## src/rtl/io_pkg.sv

```systemverilog
// rtl/io_pkg.sv - shared ConfigBits field offsets and filter counter width helper
package io_pkg;

  // Per-channel ConfigBits layout: bit c*IO_CFG_W + offset
  localparam int IO_CFG_OREG = 0;
  localparam int IO_CFG_FEN  = 1;
  localparam int IO_CFG_W    = 2;

  // Counter width for a filter of filt_cnt cycles; a one-cycle filter still needs a 1-bit counter
  function automatic int filt_cnt_w(input int filt_cnt);
    return (filt_cnt > 1) ? $clog2(filt_cnt) : 1;
  endfunction

endpackage

```

## src/rtl/io_in_filter.sv

```systemverilog
// rtl/io_in_filter.sv - one pad input: synchroniser, glitch filter, history and optional edge detect (IO_EDGE_DETECT_EN)
module io_in_filter
  import io_pkg::*;
#(
  parameter int SYNC_STAGES = 2,
  parameter int FILT_CNT    = 4
) (
  input  logic clk,
  input  logic rst,
  input  logic pad,
  input  logic fen,
  output logic o,
  output logic q,
  output logic rise,
  output logic fall
);

  localparam int            CW       = filt_cnt_w(FILT_CNT);
  localparam logic [CW-1:0] CNT_LAST = CW'(FILT_CNT - 1);

  logic [SYNC_STAGES-1:0] sync;
  logic                   s;
  logic                   f;
  logic [CW-1:0]          cnt;
  logic                   q_r;

  assign s = sync[SYNC_STAGES-1];

  // Metastability chain; the pad is asynchronous so only the last stage is used
  always_ff @(posedge clk) begin
    if (rst) sync <= '0;
    else     sync <= {sync[SYNC_STAGES-2:0], pad};
  end

  // Accept a new level only after FILT_CNT consecutive differing samples; bypass follows s directly
  always_ff @(posedge clk) begin
    if (rst) begin
      f   <= 1'b0;
      cnt <= '0;
    end else if (!fen || (s == f)) begin
      f   <= s;
      cnt <= '0;
    end else if (cnt == CNT_LAST) begin
      f   <= s;
      cnt <= '0;
    end else begin
      cnt <= cnt + CW'(1);
    end
  end

  // One-cycle history of the filtered value
  always_ff @(posedge clk) begin
    if (rst) q_r <= 1'b0;
    else     q_r <= f;
  end

  assign o = f;
  assign q = q_r;

`ifdef IO_EDGE_DETECT_EN
  assign rise = f & ~q_r;
  assign fall = ~f & q_r;
`else
  assign rise = 1'b0;
  assign fall = 1'b0;
`endif

endmodule

```

## src/rtl/io_n_bidirectional_filtered.sv

```systemverilog
// rtl/io_n_bidirectional_filtered.sv - NUM_CH bidirectional pad BEL with filtered inputs; edge pulses under IO_EDGE_DETECT_EN
// BelMap below lists the default four channels in channel order (OREG then FEN per channel).
(* FABulous, BelMap, OREG0=0, FEN0=1, OREG1=2, FEN1=3, OREG2=4, FEN2=5, OREG3=6, FEN3=7 *)
module io_n_bidirectional_filtered
  import io_pkg::*;
#(
  parameter int NUM_CH      = 4,
  parameter int SYNC_STAGES = 2,
  parameter int FILT_CNT    = 4
) (
  (* FABulous, EXTERNAL, SHARED_PORT *)
  input  logic                         UserCLK,
  input  logic                         RST,
  input  logic [NUM_CH-1:0]            I,
  input  logic [NUM_CH-1:0]            T,
  output logic [NUM_CH-1:0]            O,
  output logic [NUM_CH-1:0]            Q,
  output logic [NUM_CH-1:0]            RISE,
  output logic [NUM_CH-1:0]            FALL,
  (* FABulous, EXTERNAL *)
  output logic [NUM_CH-1:0]            I_top,
  (* FABulous, EXTERNAL *)
  output logic [NUM_CH-1:0]            T_top,
  (* FABulous, EXTERNAL *)
  input  logic [NUM_CH-1:0]            O_top,
  input  logic [IO_CFG_W*NUM_CH-1:0]   ConfigBits
);

  logic [NUM_CH-1:0] i_reg;
  logic [NUM_CH-1:0] t_reg;

  // Output-path flops load every edge; OREG only selects whether the pad sees them
  always_ff @(posedge UserCLK) begin
    if (RST) begin
      i_reg <= '0;
      t_reg <= '0;
    end else begin
      i_reg <= I;
      t_reg <= ~T;
    end
  end

  for (genvar c = 0; c < NUM_CH; c++) begin : g_ch
    logic oreg;
    logic fen;

    assign oreg = ConfigBits[c*IO_CFG_W + IO_CFG_OREG];
    assign fen  = ConfigBits[c*IO_CFG_W + IO_CFG_FEN];

    // Pad enable is active high, so the fabric tristate is inverted on both paths
    assign I_top[c] = oreg ? i_reg[c] : I[c];
    assign T_top[c] = oreg ? t_reg[c] : ~T[c];

    io_in_filter #(
      .SYNC_STAGES (SYNC_STAGES),
      .FILT_CNT    (FILT_CNT)
    ) u_in (
      .clk  (UserCLK),
      .rst  (RST),
      .pad  (O_top[c]),
      .fen  (fen),
      .o    (O[c]),
      .q    (Q[c]),
      .rise (RISE[c]),
      .fall (FALL[c])
    );
  end

endmodule

```

## config.mk

```make
export PLATFORM = sky130hd
export DESIGN_NAME = io_n_bidirectional_filtered
export DESIGN_NICKNAME = d
export VERILOG_FILES = /design/src/rtl/io_pkg.sv /design/src/rtl/io_in_filter.sv /design/src/rtl/io_n_bidirectional_filtered.sv
export SDC_FILE = /design/constraint.sdc
export NUM_CORES = 1
export LEC_CHECK = 0
export ABC_CLOCK_PERIOD_IN_PS = 1900
export CORE_MARGIN = 1
export CORE_UTILIZATION = 47
export DETAILED_ROUTE_END_ITERATION = 12
export GPL_TIMING_DRIVEN = 1
export PLACE_DENSITY = 0.83
export SLEW_MARGIN = 20
export SYNTH_ARGS = -nofsm -noshare
export SYNTH_HDL_FRONTEND = slang
export SYNTH_SLANG_ARGS = --single-unit
```

## constraint.sdc

```tcl
create_clock -name UserCLK -period 1.9 [get_ports UserCLK]
set_input_delay 0.475 -clock UserCLK [delete_from_list [all_inputs] [get_ports UserCLK]]
set_output_delay 0.475 -clock UserCLK [all_outputs]
set_load 0.01 [all_outputs]
```

==> flow_summary_export.csv, run 1 <==
group,metric,value,unit
outcome,status,"finished clean",
power_and_ir_drop,p_leak,0.000694,uW
routing,routedWlPerCell,10.7,um
cts,cts_sinks,32,
run,maxCapViolCount,0,
setup_path,end_kind,"output port",
floorplanning,core-area,0.00254,mm^2
setup_path,path_class,"in2out",
logic_synthesis,synthDominantCellAreaShare,0.489,
cts,clk_latency,0.32,ns
logic_synthesis,synth_area_leaders,"dfxtp_1 49%, buf_4 9.2%, nor2b_1 7.6%, mux2_2 6.9%, ha_1 3.8%",
floorplanning,die_area,0.00300,mm^2
routing,drc_errors,0,
global_route,grt_antenna_before_repair,0,
placed_design,place_area,0.00163,mm^2
logic_synthesis,yosys.area_share.xor_xnor,0.0267,
routing,ant_nets,0,
sta,skew,0.00446,ns
logic_synthesis,synthArstFlopShare,0,
sta,final_hold_viol_count,0,
floorplanning,boundaryPins,46,
setup_path,worstPathCellList,"clkdlybuf4s50_1 > mux2_2 > clkdlybuf4s15_1",
placed_design,finalWeightedCongestion,0.651,
setup_path,crit_family,"buffers and inverters",
logic_synthesis,synth_edf_count,0,
logic_synthesis,synthDistinctLibCells,17,
cells_and_area,reg.largest.list,"g_ch.u_in.cnt x8, g_ch.u_in.sync x8",
sta,rsz0062_at_grt,"false",
cells_and_area,seq_area,641,um^2
logic_synthesis,yosys_most_used_dff,"dfxtp_1",
logic_synthesis,postSynthCellCount,112,
logic_synthesis,yosysMostFrequentCell,"dfxtp_1",
logic_synthesis,synthSimpleGateAreaFrac,0.239,
setup_path,path_buf_inv,2,
setup_path,required,1.42,ns
cells_and_area,nets,174,
logic_synthesis,syn-cell-area,0.00131,mm^2
routing,viasPerCell,4.76,
floorplanning,placementRows,18,
cts,cts_root_buffer,"clkbuf_4",
setup_path,crit_fanout,2,
power_and_ir_drop,power.total,1200,uW
cells_and_area,multi_input_area,538,um^2
floorplanning,die_h,54.8,um
setup_path,worstPathArrival,1.38,ns
global_route,grt_usage,0.153,
logic_synthesis,synth_top_family_by_area,"simple AND/OR/NAND/NOR gates",
setup_path,slowest_delay,0.41,ns
logic_synthesis,synthAdderAreaFrac,0.0382,
routing,dr.first_iter.drc_count,5,
placed_design,dp_hpwl,1460,um
cells_and_area,drive_gt1_frac,0.196,
logic_synthesis,synth_top_area_cell,"dfxtp_1",
cts,path_clk_slew,0.08,ns
global_route,grt_max_degree,23,
global_route,grt_pass1_wl,3110,um
setup_path,crit_path_start_kind,"input pin",
cts,cts_resized,21,
logic_synthesis,ys_seq_area_frac,0.489,
cells_and_area,fill_cells,220,
logic_synthesis,synthMuxAreaShare,0.0688,
logic_synthesis,avgSynthCellArea,11.7,um^2
sta,slew_violations,0,
global_route,grt_pass1_vias,809,
routing,firstDrtPassIters,2,
sta,fmax,539,MHz
sta,post-route-period-util,0.976,
cts,postCtsHoldBufs,0,
logic_synthesis,synth_compound_area_frac,0.0153,
floorplanning,initial_core_util,0.515,
setup_path,crit_slowest_cell,"clkdlybuf4s50_1",
logic_synthesis,yosys-top-cells-count,"32 x dfxtp_1, 16 x buf_4, 16 x nor2b_1",
cells_and_area,final_cell_area,0.00166,mm^2
cells_and_area,insertedDiodeCount,0,
cts,cts.path.max_buffers,2,
routing,vias,848,
power_and_ir_drop,peakVddDrop,0.535,mV
global_route,gr-total-overflow,0,
cts,htreeDepth,2,
placed_design,portBuffers,37,
logic_synthesis,ys_ff_latch,32,
routing,drt_wl_total,1900,um
cts,postCtsSetupBuffers,0,
sta,setup_viol,0,
cts,cts_buffers,5,
cells_and_area,syn2layout_area_growth,26.5,%
power_and_ir_drop,p_per_area,722,mW/mm^2
worst_hold_path,hp-class,"reg2reg",
floorplanning,die_w,54.8,um
cts,cts_tree,"built",
logic_synthesis,synth_warnings,0,
sta,fin_crit,1.85,ns
[report_power, final]
group          switching, uW  internal, uW
Clock                    206           136
Sequential              8.88           693
Combinational           64.2          88.6
Total                    279           917
[cell type report]
class | count | share of cell area
clock inverter | 1 | 0.00302
timing repair buffer | 41 | 0.238
multi-input combinational | 68 | 0.325
tap | 30 | 0.0227
sequential | 32 | 0.387
clock buffer | 6 | 0.0249
[per-stage QoR]
stage | instances | hold WS (ns) | worst slack [ns] | setup TNS (ns) | utilization
global placement | 171 | 0.417 | -0.349 | -2.40 | 0.640
floorplan | 119 | 0.414 | 0.615 | 0 | -
finish | 178 | 0.448 | 0.0463 | 0 | 0.651
detailed placement | 171 | 0.428 | -0.388 | -2.66 | 0.640
CTS | 178 | 0.454 | 0.0254 | 0 | 0.651
global route | 178 | 0.466 | 0.000289 | 0 | 0.651
[metal layers]
metal / vias up / GRT usage / wire (um)
li1: 416 / - / -
met1: 387 / 0.137 / 704
met2: 41 / 0.279 / 968
met3: 4 / 0.0833 / 194
met4: 0 / 0.0641 / 35
met5: - / 0 / 0
[final timing paths]
kind / start / end / slack, ns / cells after the start
max reg2reg: g_ch[3].u_in.cnt[0] / g_ch[3].u_in.o / 0.73 / 3
max: I[2] / I_top[2] / 0.05 / 3
min: g_ch[3].u_in.sync[0] / g_ch[3].u_in.sync[1] / 0.45 / 1
min reg2reg: g_ch[3].u_in.sync[0] / g_ch[3].u_in.sync[1] / 0.45 / 1
[layout by cell type (no fill, tap or decap), types with 4 or more instances in the layout]
cell type / synthesis / layout
nand2b_1: 4 / 4
dfxtp_1: 32 / 32
ha_1: 4 / 4
nor2_1: 4 / 4
nor4_2: 4 / 4
conb_1: 1 / 8
nor2b_1: 16 / 16
clkbuf_4: 0 / 5
clkdlybuf4s50_1: 0 / 25
and2b_1: 4 / 4
mux2_2: 8 / 8
xnor2_1: 4 / 4
dlygate4sd2_1: 0 / 8
nand2_1: 4 / 4
[kinds of logic (layout without fill, tap and decap cells)]
group / after synthesis / in the layout
xor+xnor: 4 / 4
buf+inv: 19 / 48
fa+ha+maj: 4 / 4
mux: 8 / 8
compound gates: 4 / 4
other cells: 1 / 8
flops: 32 / 32
simple gates: 40 / 40
Power figures use the tool's default switching activity.
==> inputs of run 2 (changes only) <==
--- a/config.mk
+++ b/config.mk
@@ -11,7 +11,6 @@
 export DETAILED_ROUTE_END_ITERATION = 12
 export GPL_TIMING_DRIVEN = 1
 export PLACE_DENSITY = 0.83
-export SLEW_MARGIN = 20
 export SYNTH_ARGS = -nofsm -noshare
 export SYNTH_HDL_FRONTEND = slang
 export SYNTH_SLANG_ARGS = --single-unit
==> results of run 2 <==
Final layout, timing and power as in run 1 (identical DEF).
